==> config.mk <==
export PLATFORM = sky130hd
export DESIGN_NAME = herald_host_master
export DESIGN_NICKNAME = d
export VERILOG_FILES = /design/src/rtl/herald_host_master.sv
export SDC_FILE = /design/constraint.sdc
export NUM_CORES = 1
export LEC_CHECK = 0
export BUFFER_PORTS_ARGS = -buffer_cell sky130_fd_sc_hd__buf_2
export CAP_MARGIN = 20
export CORE_AREA = 4 4 131 133
export CTS_CLUSTER_SIZE = 25
export DETAILED_ROUTE_END_ITERATION = 8
export DIE_AREA = 0 0 135 137
export PLACE_DENSITY_LB_ADDON = 0.15
export SLEW_MARGIN = 5
export SYNTH_ARGS = -nofsm -noshare
export SYNTH_HDL_FRONTEND = slang
export SYNTH_SLANG_ARGS = --single-unit
==> constraint.sdc <==
create_clock -name clk -period 3.1 [get_ports clk]
set_input_delay 0.62 -clock clk [delete_from_list [all_inputs] [get_ports clk]]
set_output_delay 0.62 -clock clk [all_outputs]
set_load 0.01 [all_outputs]
==> src/rtl/herald_host_master.sv <==
`default_nettype none
// ============================================================================
//  Module   : herald_host_master
//  Purpose  : Host-side master for the HERALD accelerator byte bus. Accepts a
//             command plus two Q12.12 operands, writes them LSB-first with
//             timed write strobes, waits for BUSY (bus_din[7]) to clear, reads
//             back the command's result bytes with timed read strobes and
//             presents them on a valid/ready response port.
//  Revision : 1.0 - initial release
// ----------------------------------------------------------------------------
//  Ports
//    clk, rst_n            : clock, asynchronous active-low reset
//    req_valid/req_ready   : request handshake; req_cmd, req_op_a, req_op_b
//    rsp_valid/rsp_ready   : response handshake; rsp_data (byte 0 at [7:0]),
//                            rsp_err (bad command or BUSY timeout)
//    bus_dout, bus_wr      : accelerator data input and write strobe
//    bus_rd, bus_din       : accelerator read strobe and data output
//    active                : transaction in progress
//  Optional feature
//    HERALD_HOST_TIMEOUT_EN : when defined, WAIT_BUSY gives up after
//                             TIMEOUT_CYC busy cycles and reports rsp_err.
// ============================================================================
module herald_host_master #(
  parameter int STROBE_W    = 2,
  parameter int GAP_W       = 2,
  parameter int TIMEOUT_CYC = 4095
) (
  input  logic        clk,
  input  logic        rst_n,
  input  logic        req_valid,
  output logic        req_ready,
  input  logic [7:0]  req_cmd,
  input  logic [23:0] req_op_a,
  input  logic [23:0] req_op_b,
  output logic        rsp_valid,
  input  logic        rsp_ready,
  output logic [71:0] rsp_data,
  output logic        rsp_err,
  output logic [7:0]  bus_dout,
  output logic        bus_wr,
  output logic        bus_rd,
  input  logic [7:0]  bus_din,
  output logic        active
);

  typedef enum logic [2:0] {
    IDLE      = 3'd0,
    WR_HI     = 3'd1,
    WR_LO     = 3'd2,
    CLR_WAIT  = 3'd3,
    WAIT_BUSY = 3'd4,
    RD_HI     = 3'd5,
    RD_LO     = 3'd6,
    RSP       = 3'd7
  } state_t;

  localparam logic [3:0] STROBE_LAST = 4'(STROBE_W - 1);
  localparam logic [3:0] GAP_LAST    = 4'(GAP_W - 1);
  localparam logic [7:0] CMD_CLEAR   = 8'h22;

  state_t      state_q, state_d;
  logic [3:0]  cnt_q, cnt_d;        // cycles spent in the current strobe phase
  logic [3:0]  idx_q, idx_d;        // byte index within write or read phase
  logic [3:0]  nwr_q, nwr_d;        // bytes to write, command byte included
  logic [3:0]  nrd_q, nrd_d;        // result bytes to read
  logic [7:0]  cmd_q, cmd_d;
  logic [23:0] op_a_q, op_a_d;
  logic [23:0] op_b_q, op_b_d;
  logic [71:0] rsp_data_q, rsp_data_d;
  logic        rsp_err_q, rsp_err_d;
  logic [7:0]  dout_q, dout_d;
  logic        wr_q, wr_d;
  logic        rd_q, rd_d;

  logic        dec_ok;
  logic [3:0]  dec_nwr, dec_nrd;

  // Command table: write count includes the command byte itself.
  always_comb begin
    dec_ok  = 1'b1;
    dec_nwr = 4'd0;
    dec_nrd = 4'd0;
    case (req_cmd)
      8'h10:                      begin dec_nwr = 4'd4; dec_nrd = 4'd6; end
      8'h11, 8'h12, 8'h20, 8'h21: begin dec_nwr = 4'd7; dec_nrd = 4'd3; end
      8'h13:                      begin dec_nwr = 4'd7; dec_nrd = 4'd9; end
      8'h23:                      begin dec_nwr = 4'd4; dec_nrd = 4'd3; end
      8'h22:                      begin dec_nwr = 4'd1; dec_nrd = 4'd0; end
      default:                    dec_ok = 1'b0;
    endcase
  end

  // Outgoing byte k of the write sequence (k >= 1; byte 0 is the command).
  function automatic logic [7:0] op_byte(input logic [3:0] k,
                                         input logic [23:0] a,
                                         input logic [23:0] b);
    case (k)
      4'd1:    op_byte = a[7:0];
      4'd2:    op_byte = a[15:8];
      4'd3:    op_byte = a[23:16];
      4'd4:    op_byte = b[7:0];
      4'd5:    op_byte = b[15:8];
      4'd6:    op_byte = b[23:16];
      default: op_byte = 8'h00;
    endcase
  endfunction

`ifdef HERALD_HOST_TIMEOUT_EN
  localparam logic [11:0] TIMEOUT_LAST = 12'(TIMEOUT_CYC - 1);
  logic [11:0] tmo_q, tmo_d;

  always_comb begin
    tmo_d = (state_q == WAIT_BUSY) ? tmo_q + 12'd1 : 12'd0;
  end

  always_ff @(posedge clk or negedge rst_n) begin
    if (!rst_n) tmo_q <= 12'd0;
    else        tmo_q <= tmo_d;
  end
`endif

  always_comb begin
    state_d    = state_q;
    cnt_d      = cnt_q;
    idx_d      = idx_q;
    nwr_d      = nwr_q;
    nrd_d      = nrd_q;
    cmd_d      = cmd_q;
    op_a_d     = op_a_q;
    op_b_d     = op_b_q;
    rsp_data_d = rsp_data_q;
    rsp_err_d  = rsp_err_q;
    dout_d     = dout_q;

    case (state_q)
      IDLE: begin
        if (req_valid) begin
          cmd_d      = req_cmd;
          op_a_d     = req_op_a;
          op_b_d     = req_op_b;
          nwr_d      = dec_nwr;
          nrd_d      = dec_nrd;
          idx_d      = 4'd0;
          cnt_d      = 4'd0;
          rsp_data_d = 72'd0;
          rsp_err_d  = ~dec_ok;
          if (dec_ok) begin
            state_d = WR_HI;
            dout_d  = req_cmd;
          end else begin
            state_d = RSP;
          end
        end
      end

      WR_HI: begin
        if (cnt_q == STROBE_LAST) begin
          cnt_d   = 4'd0;
          state_d = WR_LO;
        end else begin
          cnt_d = cnt_q + 4'd1;
        end
      end

      WR_LO: begin
        if (cnt_q == GAP_LAST) begin
          cnt_d = 4'd0;
          if (idx_q + 4'd1 < nwr_q) begin
            idx_d   = idx_q + 4'd1;
            dout_d  = op_byte(idx_q + 4'd1, op_a_q, op_b_q);
            state_d = WR_HI;
          end else if (cmd_q == CMD_CLEAR) begin
            state_d = CLR_WAIT;
          end else begin
            idx_d   = 4'd0;
            state_d = WAIT_BUSY;
          end
        end else begin
          cnt_d = cnt_q + 4'd1;
        end
      end

      CLR_WAIT: begin
        if (cnt_q == 4'd3) begin
          cnt_d   = 4'd0;
          state_d = RSP;
        end else begin
          cnt_d = cnt_q + 4'd1;
        end
      end

      WAIT_BUSY: begin
        if (!bus_din[7]) begin
          cnt_d   = 4'd0;
          state_d = RD_HI;
        end
`ifdef HERALD_HOST_TIMEOUT_EN
        else if (tmo_q == TIMEOUT_LAST) begin
          rsp_err_d = 1'b1;
          state_d   = RSP;
        end
`endif
      end

      RD_HI: begin
        // Second rising edge after bus_rd rose: accelerator data is settled.
        if (cnt_q == 4'd1) begin
          rsp_data_d[{idx_q, 3'b000} +: 8] = bus_din;
        end
        if (cnt_q == STROBE_LAST) begin
          cnt_d   = 4'd0;
          state_d = RD_LO;
        end else begin
          cnt_d = cnt_q + 4'd1;
        end
      end

      RD_LO: begin
        if (cnt_q == GAP_LAST) begin
          cnt_d = 4'd0;
          if (idx_q + 4'd1 < nrd_q) begin
            idx_d   = idx_q + 4'd1;
            state_d = RD_HI;
          end else begin
            state_d = RSP;
          end
        end else begin
          cnt_d = cnt_q + 4'd1;
        end
      end

      RSP: begin
        if (rsp_ready) state_d = IDLE;
      end

      default: state_d = IDLE;
    endcase

    // Strobes come straight from flops so they cannot glitch or overlap.
    wr_d = (state_d == WR_HI);
    rd_d = (state_d == RD_HI);
  end

  always_ff @(posedge clk or negedge rst_n) begin
    if (!rst_n) begin
      state_q    <= IDLE;
      cnt_q      <= 4'd0;
      idx_q      <= 4'd0;
      nwr_q      <= 4'd0;
      nrd_q      <= 4'd0;
      cmd_q      <= 8'd0;
      op_a_q     <= 24'd0;
      op_b_q     <= 24'd0;
      rsp_data_q <= 72'd0;
      rsp_err_q  <= 1'b0;
      dout_q     <= 8'd0;
      wr_q       <= 1'b0;
      rd_q       <= 1'b0;
    end else begin
      state_q    <= state_d;
      cnt_q      <= cnt_d;
      idx_q      <= idx_d;
      nwr_q      <= nwr_d;
      nrd_q      <= nrd_d;
      cmd_q      <= cmd_d;
      op_a_q     <= op_a_d;
      op_b_q     <= op_b_d;
      rsp_data_q <= rsp_data_d;
      rsp_err_q  <= rsp_err_d;
      dout_q     <= dout_d;
      wr_q       <= wr_d;
      rd_q       <= rd_d;
    end
  end

  assign req_ready = (state_q == IDLE);
  assign rsp_valid = (state_q == RSP);
  assign active    = (state_q != IDLE) && (state_q != RSP);
  assign rsp_data  = rsp_data_q;
  assign rsp_err   = rsp_err_q;
  assign bus_dout  = dout_q;
  assign bus_wr    = wr_q;
  assign bus_rd    = rd_q;

endmodule
`default_nettype wire

# Word-level counts from Yosys, hierarchy flattened
# Index checks and enable logic that the tools add are counted.
word_totals:
  register_bits: 158
  input_bits: 68
  output_inout_bits: 86
  word_cells: 111
classes:
  add_sub_neg: 3
  n_lt_le_gt_ge: 2
  eq_ne: 36
  shift: 2
  muxes: 37
  bitwise: 1
  n_reduce_logical: 17
op_table:
  columns: ["operator", "count"]
  rows:
  - ["72-bit two-way mux", 2]
  - ["72-bit one-hot mux with 2 select lines", 1]
  - ["72-bit bitwise mux", 1]
  - ["8-bit by 9-bit variable shift with 72-bit output (first input constant)", 1]
  - ["8-bit by 9-bit indexed part select with 72-bit output", 1]
  - ["8-bit one-hot mux with 6 select lines", 1]
  - ["8-bit by 6-bit equality test with 1-bit output (second input constant)", 5]
  - ["4-bit two-way mux", 9]
  - ["3-bit two-way mux", 11]
  - ["8-bit by 5-bit equality test with 1-bit output (second input constant)", 4]
  - ["8-bit two-way mux", 4]
  - ["3-bit one-hot mux with 8 select lines", 1]
  - ["4-bit one-hot mux with 3 select lines", 2]
  - ["4-bit one-hot mux with 4 select lines", 1]
  - ["8-bit one-hot mux with 2 select lines", 1]
  - ["3-bit equality test (second input constant)", 5]
  - ["2-bit inequality test (second input constant)", 7]
  - ["4-bit by 2-bit equality test with 1-bit output (second input constant)", 3]
  - ["4-bit by 3-bit equality test with 1-bit output (second input constant)", 3]
  - ["5-bit OR reduction", 2]
  - ["7-bit negator with 9-bit output", 1]
  - ["3-bit one-hot mux with 3 select lines", 1]
  - ["4-bit by 1-bit adder with 4-bit output (second input constant)", 2]
  - ["4-bit by 1-bit equality test with 1-bit output (second input constant)", 2]
  - ["20 further kinds", 27]

# Depth between registers and ports, before layout
depth:
  ltp_word: 7
  depth_mapped: 12
  depth_no_buf: 9

# Least setup slack after synthesis
# OpenSTA, ideal clock, no wires.
synth_timing:
  kind: "flip-flop to flip-flop"
  from: "register idx_q[0]"
  to: "register idx_q[2]"
  setup_ns: 0.067
  arrival_ns: 2.882
  required_ns: 3.033
  setup_slack_ns: 0.152
  path_stages_with_launch: 13
  n_path_buf: 3
  period_less_slack_ns: 2.948
  path_cell_list: "dfrtp_1 -> ha_1 -> buf_2 -> buf_1 -> clkbuf_1 -> nor2b_1 -> nand2b_1 -> ha_1 -> or3_1 -> o221a_2 -> or3_1 -> a21oi_1 -> a221o_1"
synth_between:
  elab_chain_cells: 5
  elab_cells_between_ends: 11
  cone_classes: "add/sub: 1; order compare: 2; eq/ne: 2; mux: 5; reduce/logical: 1"
synth_lines:
  columns: ["item", "line_no", "rtl"]
  rows:
  - ["start, declared", "63", "logic [3:0] idx_q, idx_d;"]
  - ["start signal, assigned", "262", "idx_q <= idx_d;"]
  - ["4-bit by 1-bit adder with 4-bit output (*)", null, null]
  - ["4-bit less-than comparator", "168", "if (idx_q + 4'd1 < nwr_q) begin"]
  - ["4-bit two-way mux", "168", null]
  - ["4-bit two-way mux", "166", "if (cnt_q == GAP_LAST) begin"]
  - ["4-bit one-hot mux with 3 select lines", "135", "case (state_q)"]
# Every way passes the cells marked *; elsewhere a longest branch is shown, timed or not. The select of a mux whose other input is x is not followed.
# A chain may end at the register's enable or synchronous reset.

# Worst setup path after layout
layout_timing:
  from: "register idx_q[1]"
  to: "register rsp_data_q[59], in the netlist rsp_data[59]"
layout_between:
  elab_chain_cells: 5
  elab_cells_between_ends: 6
  cone_classes: "add/sub: 1; shift: 2; mux: 3"
layout_lines:
  columns: ["item", "line_no", "rtl"]
  rows:
  - ["7-bit negator with 9-bit output (*)", "208", "rsp_data_d[{idx_q, 3'b000} +: 8] = bus_din;"]
  - ["8-bit by 9-bit indexed part select with 72-bit output / 8-bit by 9-bit variable shift with 72-bit output (equally long branches)", "208", null]
  - ["72-bit bitwise mux (*)", "208", null]
  - ["72-bit two-way mux (*)", "207", "if (cnt_q == 4'd1) begin"]
  - ["72-bit one-hot mux with 2 select lines (*)", "135", null]
  - ["end signal, assigned", "268", "rsp_data_q <= rsp_data_d;"]
  - ["end, declared", "69", "logic [71:0] rsp_data_q, rsp_data_d;"]
# Marked as above.

==> metrics.csv <==
metric;value;unit
status;complete, no violations;
Area after DPL;8870;µm²
Internal;5.86;mW
slowest stage delay, CP;0.88;ns
I/O pin total;154;
mux cell area share after synthesis;0.0169;
DR WL/cell;17.7;µm
IR drop worst, VDD;0.462;mV
Compound-Gate Fraction of Synth Area;0.227;
Worst Path Arrival;3.07;ns
final hold slack;0.181;ns
Switching Fraction;0.386;
root buf cell;clkbuf_16;
largest net degree at the start of global routing;68;
Fin Setup TNS;0;ns
vias per cell;5.69;
clk slew on worst S/H paths;0.06;ns
initial antenna violation count;0;
final estimated routing congestion in global placement;0.846;
first-pass GRT wire length;34.5;mm
asr flop ratio synth;1.00;
Worst setup EP type;flip-flop;
Top Family by Delay on Critical Path;compound AO/OA/AOI/OAI gates;
count of cell types in the netlist;74;
initial DRC count;528;
Clk pwr share;0.252;
Rel. slew slack;0.258;
Die Area;18500;µm²
simple-gate share of the synthesized area;0.193;
CTS Hold Bufs;0;
Yosys reg bits;157;
syn_nets;937;
RSZ-0062 raised after global routing;no;
leakage power;4.68;nW
PortBufs;153;
post-layout net count;1071;
Synth Cell Area;7850;µm²
CP max FO;16;
post-synthesis instance total;855;
Inserted Clock Buffers;17;
Cell Pwr Density;1000;nW/µm²
CP max stage cell;a21oi_1;
ant diodes;0;
Hold Crit Class;in -> async;
Clock Latency Late Sink;0.44;ns
EDFF count, synth;0;
Final Power;9.55;mW
CTS tree;built;
YS warnings;0;
# fillers;1386;
worst path bufs/invs;1;
CP Launch Point;idx_q[1];
vias in the first global route;6591;
WS Path Type;reg -> reg;
Final Max Tran Viols;0;
post-synthesis area per instance;9.18;µm²
dpl hpwl;15.1;mm
P&R area growth vs syn;21.6;%
Cell Chain, Critical Path;inv_1, ha_1, nor4bb_1, a21o_1, a21oi_1, o21ai_0, o31ai_1;
ratio of cells with drive above 1 in the final layout;0.240;
area of the multi-input gates;3640;µm²
Final period util;0.878;
detailed-route wire length;21.6;mm
clock sink count;157;
Die W;135;µm
min cycle time layout;2.72;ns
MaxCap Viol Count;0;
combinational group share of total power;0.395;
post-CTS setup buffers;0;
post-synthesis adder-cell area fraction;0.0223;
FF+latch area;3930;µm²
final instance area;9550;µm²
sequential fraction of the synthesis area;0.500;
Top FF cell, synth;dfrtp_1;
RR Startpoint;idx_q[1];
Clock Tree Buf Depth;2;
Sequential Power Share;0.354;
gr usage total;0.235;
H-tree Lvls;4;
Setup crit start kind;flip-flop;
Switch Pwr;3.69;mW
Final Hold Viols;0;
Core Footprint;15800;µm²
Post-route DRC;0;
row cnt;46;
worst slew pin tran;1.11;ns
Post-Synth XOR/XNOR Area;0.00223;
first-pass iteration count of the detailed router;5;
# setup viols final;0;
Detail Route Antenna Nets;0;
Initial Utilization;0.496;
Clock Skew;0.00639;ns
largest family of logic cells by synthesized area;compound AO/OA/AOI/OAI gates;
Congestion Overflow GR;0;
worst path required time;3.44;ns
f_max;367;MHz
Die H;137;µm
vias;6929;
==> layout make-up <==
class                      count  area share
sequential                   157       0.412
multi-input combinational    620       0.382
timing repair buffer         179       0.103
clock buffer                  22      0.0486
tap                          216      0.0283
clock inverter                10      0.0219
inverter                      14     0.00550
==> layer usage <==
metal,share of wire,vias up,track usage
met5,0,-,0
met4,0.015,0,0.0694
met3,0.062,23,0.0419
met2,0.47,248,0.373
met1,0.45,3333,0.332
li1,-,3325,-
==> cell usage after synthesis (4+ instances only) <==
cell,instances,area (µm²)
nor2b_1,8,50.1
nor2_1,24,90.1
and3_1,4,25.0
nor4b_1,4,35.0
inv_1,14,52.6
buf_2,8,40.0
buf_1,6,22.5
nand2_1,245,920
a21o_1,7,52.6
a211oi_1,4,30.0
a22o_1,34,298
a22oi_1,32,240
o211ai_1,4,30.0
clkbuf_1,50,188
and2_1,4,25.0
nor3_1,8,40.0
a21oi_1,24,120
o21ai_0,49,245
a222oi_1,5,50.1
mux2_2,10,113
o22ai_1,5,31.3
nand2b_1,4,25.0
o221ai_1,7,61.3
dfrtp_1,157,3930
ha_1,14,175
nand3_1,14,70.1
o21ai_1,18,90.1
or3_1,5,31.3
o31ai_1,17,128
nand4_1,6,37.5
==> kinds of logic (layout without fill, tap and decap cells) <==
kind of cell               count (synthesis)  after routing
AOI/OAI and AO/OA                        247            247
xor gates and xnor gates                   2              2
adders and majority gates                 14             14
buffers and inverters                     78            225
DFF                                      157            157
muxes                                     12             12
and+or+nand+nor                          345            345
==> registers in the layout, indices dropped and copies added (netlist names) <==
| signal | count |
|---|---|
| nrd_q | 4 |
| cnt_q | 4 |
| bus_dout | 8 |
| op_b_q | 24 |
| bus_wr | 1 |
| nwr_q | 3 |
| bus_rd | 1 |
| state_q | 3 |
| rsp_err | 1 |
| rsp_data | 72 |
| op_a_q | 24 |
| cmd_q | 8 |
| idx_q | 4 |
==> worst paths after layout <==
path                           endpoint  slack, ns  depth (start not counted)
setup / recovery           rsp_data[59]       0.38                          7
hold / removal             rsp_data[47]       0.18                          1
setup reg to reg           rsp_data[59]       0.38                          7
hold reg to reg                cmd_q[5]       0.47                          2
max in group asynchronous  rsp_data[19]       2.09                          2
min in group clk              op_a_q[0]       0.37                          3
==> timing repair <==
item                                    in CTS  in global routing
resized for setup                            0                  2
endpoints found under the setup margin       0                  5
endpoints found under the hold margin        0                  0
==> cell usage in the layout, fill, tap and decap left out, types with 4 or more instances in the layout <==
| cell type | synthesis | routed |
|---|---|---|
| inv_1 | 14 | 14 |
| o21ai_0 | 49 | 49 |
| nor4b_1 | 4 | 4 |
| nand2b_1 | 4 | 4 |
| o221ai_1 | 7 | 7 |
| clkbuf_16 | 0 | 17 |
| dfrtp_1 | 157 | 156 |
| a21o_1 | 7 | 7 |
| a211oi_1 | 4 | 4 |
| buf_4 | 0 | 25 |
| and3_1 | 4 | 4 |
| a22o_1 | 34 | 34 |
| o22ai_1 | 5 | 5 |
| nor3_1 | 8 | 8 |
| nor2b_1 | 8 | 8 |
| nand3_1 | 14 | 14 |
| mux2_2 | 10 | 10 |
| buf_2 | 8 | 152 |
| nand4_1 | 6 | 6 |
| o31ai_1 | 17 | 17 |
| nand2_1 | 245 | 245 |
| o21ai_1 | 18 | 18 |
| a22oi_1 | 32 | 32 |
| a21oi_1 | 24 | 22 |
| bufinv_16 | 0 | 6 |
| or3_1 | 5 | 5 |
| nor2_1 | 24 | 24 |
| ha_1 | 14 | 14 |
| o211ai_1 | 4 | 4 |
| and2_1 | 4 | 4 |
| a222oi_1 | 5 | 5 |
==> metrics by stage <==
step                setup WS, ns  utilization  std cells
floorplan                  0.152            -        855
global placement           0.433        0.561       1186
detailed placement         0.312        0.561       1186
CTS                        0.297        0.603       1218
global route               0.213        0.603       1218
finish                     0.377        0.603       1218
==> power groups by stage <==
stage               combinational, mW  clock [mW]  sequential, mW
floorplan                        2.51           0            3.30
global placement                 3.66           0            3.39
detailed placement               3.74           0            3.40
CTS                              3.77        2.42            3.37
global route                     4.22        2.52            3.47
finish                           3.77        2.40            3.38
==> worst register-to-register path: stages, from the launching register on <==
cell and delay (ns):
dfrtp_1 0.57, inv_1 0.17, ha_1 0.26, nor4bb_1 0.18, a21o_1 0.24, a21oi_1 0.88
o21ai_0 0.22, o31ai_1 0.11
Note: power is estimated with default switching activity, not from simulation.
